`src/rtl/bl_order_gen_mc_pkg.sv`:
```
// Baseline order generator shared helpers.
// Width derivations used by the generator and its counters.
package bl_order_gen_mc_pkg;

  // Ceiling log2 usable in constant expressions.
  function automatic int log2c(input int v);
    int r;
    r = 0;
    for (int i = 0; i < 31; i++) begin
      if ((1 << i) < v) r = i + 1;
    end
    return r;
  endfunction

  // A single channel still needs one bit.
  function automatic int chan_bits(input int c);
    return (c > 1) ? log2c(c) : 1;
  endfunction

  // Pairs covered by one rectangle pass.
  function automatic int bl_per_pass(input int n);
    return n * (n / 2 + 1);
  endfunction

endpackage

```
`src/rtl/bl_order_gen_mc_mod_ctr.sv`:
```
// Runtime-modulus up-counter with load and wrap flag.
// Wraps by comparing against last_i, never by bit overflow.
module bl_mod_ctr #(
  parameter int W = 4
) (
  input  logic         clk,
  input  logic         rst_n,
  input  logic         ld_i,
  input  logic [W-1:0] ld_val_i,
  input  logic         inc_i,
  input  logic [W-1:0] last_i,
  output logic [W-1:0] cnt_o,
  output logic         wrap_o
);

  logic [W-1:0] cnt_q, cnt_d;

  assign cnt_o  = cnt_q;
  assign wrap_o = (cnt_q == last_i);

  // Load wins over increment.
  always_comb begin
    cnt_d = cnt_q;
    if (ld_i) begin
      cnt_d = ld_val_i;
    end else if (inc_i) begin
      cnt_d = wrap_o ? '0 : cnt_q + W'(1);
    end
  end

  // Count register.
  always_ff @(posedge clk or negedge rst_n) begin
    if (!rst_n) cnt_q <= '0;
    else        cnt_q <= cnt_d;
  end

endmodule

```
`src/rtl/bl_order_gen_mc.sv`:
```
// Multi-channel rectangle-order baseline generator.
// BL_ORDER_GEN_MC_BL_IDX_EN adds the bl_idx pair index output.
module bl_order_gen_mc
  import bl_order_gen_mc_pkg::*;
#(
  parameter int N_ANTS  = 16,
  parameter int N_CHANS = 8
) (
  input  logic                             clk,
  input  logic                             rst_n,
  input  logic                             sync,
  input  logic                             en,
  input  logic [log2c(N_ANTS):0]           n_ants_active,
  output logic [log2c(N_ANTS)-1:0]         ant_a,
  output logic [log2c(N_ANTS)-1:0]         ant_b,
  output logic [chan_bits(N_CHANS)-1:0]    chan,
  output logic                             buf_sel,
  output logic                             last_triangle,
  output logic                             valid,
  output logic                             pass_done,
  output logic                             frame_done,
  output logic                             cfg_err
`ifdef BL_ORDER_GEN_MC_BL_IDX_EN
  ,
  output logic [log2c(bl_per_pass(N_ANTS))-1:0] bl_idx
`endif
);

  localparam int AW = log2c(N_ANTS);
  localparam int NW = AW + 1;
  localparam int CW = chan_bits(N_CHANS);

  logic [NW-1:0] n_q, n_cur;
  logic          cfg_err_q;
  logic          legal;
  logic [AW-1:0] last_ant, half, off0;
  logic [AW-1:0] a, b, off;
  logic [CW-1:0] cc;
  logic          a_wrap, b_wrap, c_wrap;
  logic          step, same, eop;
  logic          bsel_q;

  logic [AW-1:0] ant_a_q, ant_b_q;
  logic [CW-1:0] chan_q;
  logic          buf_sel_q, tri_q, valid_q;
  logic          pd_q, fd_q;

  assign legal = !n_ants_active[0]
              && (n_ants_active >= NW'(2))
              && (n_ants_active <= NW'(N_ANTS));

  // During sync the new count must already drive the loads.
  assign n_cur    = sync ? (legal ? n_ants_active : NW'(N_ANTS))
                         : n_q;
  assign last_ant = AW'(n_cur - NW'(1));
  assign half     = AW'(n_cur >> 1);
  assign off0     = (half == last_ant) ? '0 : half + AW'(1);

  assign step = en && !sync;
  assign same = (a == b);
  assign eop  = step && a_wrap && b_wrap;

  bl_mod_ctr #(.W(AW)) u_a (
    .clk      (clk),
    .rst_n    (rst_n),
    .ld_i     (sync || (step && same)),
    .ld_val_i (sync ? half : off),
    .inc_i    (step && !same),
    .last_i   (last_ant),
    .cnt_o    (a),
    .wrap_o   (a_wrap)
  );

  bl_mod_ctr #(.W(AW)) u_b (
    .clk      (clk),
    .rst_n    (rst_n),
    .ld_i     (sync),
    .ld_val_i ('0),
    .inc_i    (step && same),
    .last_i   (last_ant),
    .cnt_o    (b),
    .wrap_o   (b_wrap)
  );

  bl_mod_ctr #(.W(AW)) u_off (
    .clk      (clk),
    .rst_n    (rst_n),
    .ld_i     (sync),
    .ld_val_i (off0),
    .inc_i    (step && same),
    .last_i   (last_ant),
    .cnt_o    (off),
    .wrap_o   ()
  );

  bl_mod_ctr #(.W(CW)) u_chan (
    .clk      (clk),
    .rst_n    (rst_n),
    .ld_i     (sync),
    .ld_val_i ('0),
    .inc_i    (eop),
    .last_i   (CW'(N_CHANS - 1)),
    .cnt_o    (cc),
    .wrap_o   (c_wrap)
  );

  // Latch the active antenna count and its legality on sync.
  always_ff @(posedge clk or negedge rst_n) begin
    if (!rst_n) begin
      n_q       <= NW'(N_ANTS);
      cfg_err_q <= 1'b0;
    end else if (sync) begin
      n_q       <= n_cur;
      cfg_err_q <= !legal;
    end
  end

  // Buffer select flips once per completed pass.
  always_ff @(posedge clk or negedge rst_n) begin
    if (!rst_n)   bsel_q <= 1'b0;
    else if (sync) bsel_q <= 1'b0;
    else if (eop)  bsel_q <= !bsel_q;
  end

  // Register the consumed pair; hold fields when idle.
  always_ff @(posedge clk or negedge rst_n) begin
    if (!rst_n) begin
      ant_a_q   <= '0;
      ant_b_q   <= '0;
      chan_q    <= '0;
      buf_sel_q <= 1'b0;
      tri_q     <= 1'b0;
      valid_q   <= 1'b0;
      pd_q      <= 1'b0;
      fd_q      <= 1'b0;
    end else if (step) begin
      ant_a_q   <= a;
      ant_b_q   <= b;
      chan_q    <= cc;
      buf_sel_q <= (a <= b) ? bsel_q : !bsel_q;
      tri_q     <= (a > b);
      valid_q   <= 1'b1;
      pd_q      <= eop;
      fd_q      <= eop && c_wrap;
    end else begin
      valid_q   <= 1'b0;
    end
  end

  assign ant_a         = ant_a_q;
  assign ant_b         = ant_b_q;
  assign chan          = chan_q;
  assign buf_sel       = buf_sel_q;
  assign last_triangle = tri_q;
  assign valid         = valid_q;
  assign pass_done     = pd_q;
  assign frame_done    = fd_q;
  assign cfg_err       = cfg_err_q;

`ifdef BL_ORDER_GEN_MC_BL_IDX_EN
  localparam int IW = log2c(bl_per_pass(N_ANTS));

  logic [IW-1:0] idx_q, idx_out_q;

  // Position within the pass; restarts on sync and wrap.
  always_ff @(posedge clk or negedge rst_n) begin
    if (!rst_n) begin
      idx_q     <= '0;
      idx_out_q <= '0;
    end else if (sync) begin
      idx_q     <= '0;
    end else if (step) begin
      idx_out_q <= idx_q;
      idx_q     <= eop ? '0 : idx_q + IW'(1);
    end
  end

  assign bl_idx = idx_out_q;
`endif

endmodule

```
`config.mk`:
```
export PLATFORM = sky130hd
export DESIGN_NAME = bl_order_gen_mc
export DESIGN_NICKNAME = d
export VERILOG_FILES = /design/src/rtl/bl_order_gen_mc_pkg.sv /design/src/rtl/bl_order_gen_mc_mod_ctr.sv /design/src/rtl/bl_order_gen_mc.sv
export SDC_FILE = /design/constraint.sdc
export NUM_CORES = 1
export LEC_CHECK = 0
export CORE_MARGIN = 2
export CORE_UTILIZATION = 48
export CTS_CLUSTER_DIAMETER = 150
export DETAILED_ROUTE_END_ITERATION = 7
export HOLD_SLACK_MARGIN = 0.15
export PLACE_DENSITY_LB_ADDON = 0.05
export RECOVER_POWER = 25
export SKIP_CTS_REPAIR_TIMING = 1
export SYNTH_ARGS = -nofsm -noshare
export SYNTH_HDL_FRONTEND = slang
export SYNTH_HIERARCHICAL = 1
export SYNTH_SLANG_ARGS = --single-unit
```
`constraint.sdc`:
```
create_clock -name clk -period 7.5 [get_ports clk]
set_clock_uncertainty 0.2 [all_clocks]
set_input_delay 1.5 -clock clk [delete_from_list [all_inputs] [get_ports clk]]
set_output_delay 1.5 -clock clk [all_outputs]
set_load 0.02 [all_outputs]
```
==> impl_metrics.tcl, run 1 <==
set metrics [dict create \
    cts.path.max_buffers 2 \
    rsz0062_at_grt "false" \
    initial_core_util_pct 50.5 \
    track_usage_pct 20.5 \
    port_buffers 25 \
    grt_first_pass_wirelength_mm 8.67 \
    drt-vias-per-instance 5.20 \
    fp.dieW_um 74.9 \
    post-dp-hpwl_mm 3.74 \
    drive_gt1_share_pct 8.42 \
    arrival_ps 5160 \
    routed_wl_mm 5.17 \
    cts_max_level 2 \
    tightest_slew_ps 2070 \
    dpl_cell_area_sq_um 2750 \
    crit_fanout 14 \
    antenna-diode-count 0 \
    nNetsFinal 316 \
    postRouteAntennaNets 0 \
    crit_type "in -> reg" \
    clk_latency_ps 300 \
    p_leak_nw 1.26 \
    synth.avg_cell_area_sq_um 9.19 \
    finalSetupViolCount 0 \
    maxCapViolations 1 \
    power_density_nw_per_um2 224 \
    clk_pin_slew_worst_paths_ps 80 \
    status "finished with violations" \
    synth_area_sq_um 2420 \
    antenna_found_initial 0 \
    core_sq_um 4790 \
    routabilityCongestion 0.820 \
    crit_path_start_kind "input pin" \
    routedWlPerCell_um 14.2 \
    fin_util_pct 60.2 \
    ys_warn_count 6 \
    num_rows 25 \
    drtIter0Drc 101 \
    cts_root_buffer "clkbuf_8" \
    drcViolationCount 0 \
    critPathRequiredTime_ps 7470 \
    hold_viol 0 \
    grt-ovfl-total 0 \
    hp-class "reg -> reg" \
    final_max_slew_viol_count 39 \
    cts.sinks 38 \
    syn-instance-count 263 \
    slew_headroom_pct -38.0 \
    numCtsBuffers 5 \
    violations "max-capacitance violations, max-slew violations" \
    stdcell_area_sq_um 2880 \
    cts_tree "yes" \
    layout_min_cycle_time_ps 5190 \
    peakVddDrop_mv 0.0889 \
    grt_max_degree 39 \
    area_growth_syn_to_layout_pct 19.3 \
    worst_setup_path_end_kind "register" \
    min_period_over_period_pct 69.1 \
    grt_pass1_vias 1812 \
    firstDrtPassIters 5 \
    finalSetupTns_ps 0 \
    die_area_sq_um 5620 \
    fmax_ghz 0.193 \
    io_pins 26 \
    routed-via-count 1894 \
    die_h_um 74.9 \
]
[power by group]
group	switching, W	internal (W)	leakage [nW]	total, W
registers	0.0000271	0.000231	0.475	0.000258
clock network	0.0000813	0.000133	0.0683	0.000215
logic	0.0000953	0.0000765	0.718	0.000172
total	0.000204	0.000440	1.26	0.000644
[stage by stage]
step	std cells	setup WS [ps]	hold WS [ps]	total power [W]
floorplan	272	3230	280	0.000372
global placement	356	2150	259	0.000430
detailed placement	356	2040	263	0.000435
CTS	364	2340	283	0.000650
global route	364	2020	296	0.000681
finish	364	2310	279	0.000644
[final timing paths]
kind                                      startpoint  cells past startpoint  slack, ps                          end
worst max-delay path                            sync                     13       2310  u_chan/cnt_o[2]$_DFFE_PN0P_
worst min-delay path            ant_a[2]$_DFFE_PN0P_                      2        280         ant_a[2]$_DFFE_PN0P_
worst max register to register    n_q[2]$_DFFE_PN0P_                     10       4220  u_chan/cnt_o[2]$_DFFE_PN0P_
worst min register to register  ant_a[2]$_DFFE_PN0P_                      2        280         ant_a[2]$_DFFE_PN0P_
max in group asynchronous                      rst_n                      1       4330         ant_a[0]$_DFFE_PN0P_
min in group asynchronous                      rst_n                      1       1570          chan[2]$_DFFE_PN0P_
[registers in the layout (all words and copies together), names as in the netlist]
| register | cells |
|---|---|
| buf_sel | 1 |
| ant_a | 4 |
| u_a/cnt_o | 4 |
| last_triangle | 1 |
| u_off/cnt_o | 4 |
| frame_done | 1 |
| n_q | 5 |
| bsel_q | 1 |
| ant_b | 4 |
| u_chan/cnt_o | 3 |
| valid | 1 |
| cfg_err | 1 |
| pass_done | 1 |
| chan | 3 |
| u_b/cnt_o | 4 |
[layout make-up]
class                           instances  area [sq um]
Timing Repair Buffer                   26           251
Clock inverter                          3          68.8
Tap cell                               67          83.8
Sequential cell                        38           952
Multi-Input combinational cell        204          1380
Fill cell                             436          1900
Inverter                               21          78.8
Clock buffer                            5          68.8
[metal layers]
layer,vias to the layer above,share of wire [%],GRT usage [%]
met3,10,3.7,4.15
li1,957,-,-
met1,889,46,26.2
met2,38,48,33.6
met5,-,0,0
met4,0,2.6,9.13
[cell usage in the layout (no fill, tap or decap), types with 2 or more instances in the layout]
cell type	n
dfrtp_1	37
nand2_1	35
clkdlybuf4s50_1	24
xor2_1	21
inv_1	20
a21oi_1	20
o21ai_0	19
ha_1	11
nor3b_1	11
conb_1	11
nor2_1	10
nor2b_1	8
xnor2_1	7
a22o_1	5
clkbuf_8	5
nand3_1	4
o41ai_2	4
nor4_1	3
and2b_1	3
o41ai_1	3
a22oi_2	2
nor3_1	2
and2_1	2
and3_1	2
or3_1	2
o31ai_1	2
bufinv_16	2
[critical path, cell delays in order]
cell and delay, ps:
clkdlybuf4s50_1 790, nor3b_2 510, a22o_1 290, inv_1 80
ha_1 260, nand2_1 120, xnor2_1 230, xor2_1 180
nor4_1 260, and3_1 390, inv_1 120, nor4_1 290
o31ai_1 110
No activity file was read; power rests on OpenSTA's default activity.
==> inputs of run 2 (changes only) <==
Clock period 7.5 ns to 5.35 ns, I/O delays scaled along.
==> run 2 against run 1 <==
Net effect:
- the run still ends with max-capacitance violations, max-slew violations left
- sequential power grew 39%
- clock-buffer cell count up 2
- sequential share of layout area rose by 0.54 points
- design area shrank 1.6%
- combinational power rose by 38%
- final cell count is the same
- global-route usage decreased by 0.91 points
- critical path depth did not move
- hold slack got worse by 5.4 ps
- via count fell by 1.8%
==> impl_metrics.tcl, run 2 (same netlist as run 1, synthesis figures left out) <==
set metrics [dict create \
    status "finished with violations" \
    violations "max-capacitance violations, max-slew violations" \
    firstDrtPassIters 4 \
    routed_wl_mm 4.82 \
    finalSetupTns_ps 0 \
    area_growth_syn_to_layout_pct 17.3 \
    regMostFlops "n_q" \
    postRouteAntennaNets 0 \
    arrival_ps 4420 \
    critPathRequiredTime_ps 5320 \
    grt_pass1_vias 1761 \
    maxCapViolations 1 \
    worst_setup_path_end_kind "register" \
    core_sq_um 4790 \
    nNetsFinal 316 \
    antenna_found_initial 0 \
    hp-class "reg -> reg" \
    layout_min_cycle_time_ps 4450 \
    grt_first_pass_wirelength_mm 8.34 \
    cts_root_buffer "clkbuf_8" \
    power_density_nw_per_um2 283 \
    layout_common_cells "37 x dfrtp_1, 35 x nand2_1, 24 x clkdlybuf4s50_1, 21 x xor2_1" \
    io_pins 26 \
    p_leak_nw 1.24 \
    post-dp-hpwl_mm 3.49 \
    initial_core_util_pct 50.5 \
    finalSetupViolCount 0 \
    track_usage_pct 19.6 \
    tightest_slew_ps 2020 \
    fp.dieW_um 74.9 \
    grt_max_degree 39 \
    drt-vias-per-instance 5.11 \
    fmax_ghz 0.225 \
    routed-via-count 1859 \
    peakVddDrop_mv 0.135 \
    largest_reg_flops 5 \
    fin_cells 364 \
    place_inst 356 \
    num_rows 25 \
    cts_tree "yes" \
    crit_path_start_kind "input pin" \
    clk_pin_slew_worst_paths_ps 70 \
    die_area_sq_um 5620 \
    grt-ovfl-total 0 \
    drcViolationCount 0 \
    drive_gt1_share_pct 8.08 \
    crit_type "in -> reg" \
    antenna-diode-count 0 \
    hold_viol 0 \
    clk_latency_ps 290 \
    cts_max_level 2 \
    routabilityCongestion 0.834 \
    final_max_slew_viol_count 39 \
    nFillCells 446 \
    slew_headroom_pct -34.6 \
    rsz0062_at_grt "false" \
    port_buffers 25 \
    min_period_over_period_pct 83.2 \
    numCtsBuffers 5 \
    cts.sinks 38 \
    layout_commonest_cell "dfrtp_1" \
    drtIter0Drc 75 \
    routedWlPerCell_um 13.2 \
    cts.path.max_buffers 2 \
    die_h_um 74.9 \
    crit_fanout 8 \
]
-- run 2: cell count changes in the layout (fill, tap and decap cells not counted), sizes merged --
cell,before,now
bufinv,2,0
clkbuf,6,8
-- run 2: power breakdown --
group	leakage (nW)	total, W	internal, W	switching, W
clock network	0.0482	0.000205	0.000104	0.000101
registers	0.475	0.000359	0.000323	0.0000361
logic	0.718	0.000238	0.000107	0.000131
-- run 2: critical path, cell delays in order --
cell and delay [ps]:
clkdlybuf4s50_1 600, nor3b_2 460, a22o_1 280, inv_1 80
ha_1 260, nand2_1 130, xnor2_1 230, xor2_1 180
nor4_1 230, and3_1 390, inv_1 110, nor4_1 290
o31ai_1 100
-- run 2: cell type report --
cell class	instances	area, sq um	share of cell area, %
clock buffers	7	86.3	3.05
clock inverters	1	5.00	0.177
inverters	21	78.8	2.78
multi-input cells	204	1380	48.6
flip-flops and latches	38	952	33.6
well taps	67	83.8	2.96
repair buffers	26	251	8.87
-- run 2: worst paths after layout --
path	cells past startpoint	startpoint	end	slack [ps]
setup / recovery	13	sync	u_chan/cnt_o[2]$_DFFE_PN0P_	900
hold / removal	2	ant_a[2]$_DFFE_PN0P_	ant_a[2]$_DFFE_PN0P_	270
setup reg to reg	10	n_q[2]$_DFFE_PN0P_	u_chan/cnt_o[2]$_DFFE_PN0P_	2130
hold reg to reg	2	ant_a[2]$_DFFE_PN0P_	ant_a[2]$_DFFE_PN0P_	270
max in group asynchronous	1	rst_n	u_off/cnt_o[2]$_DFFE_PN0P_	2650
min in group asynchronous	1	rst_n	u_chan/cnt_o[2]$_DFFE_PN0P_	1150
-- run 2: routing by layer --
metal / routed length [um] / global-route usage, % / vias up
met5: 0 / 0 / -
li1: - / - / 961
met4: 108 / 7.94 / 0
met2: 2140 / 29.3 / 31
met1: 2430 / 28.5 / 855
met3: 131 / 2.81 / 12
-- run 2: stage by stage --
stage	cell area (sq um)	total power, W	utilization [%]	worst slack, ps	hold slack (ps)
final	2840	0.000803	59.2	898	273
after global routing	2840	0.000858	59.2	560	299
after CTS	2840	0.000811	59.3	874	280
after detailed placement	2750	0.000606	57.4	600	262
after global placement	2750	0.000604	57.4	649	259
after floorplan	2450	0.000521	-	1510	280
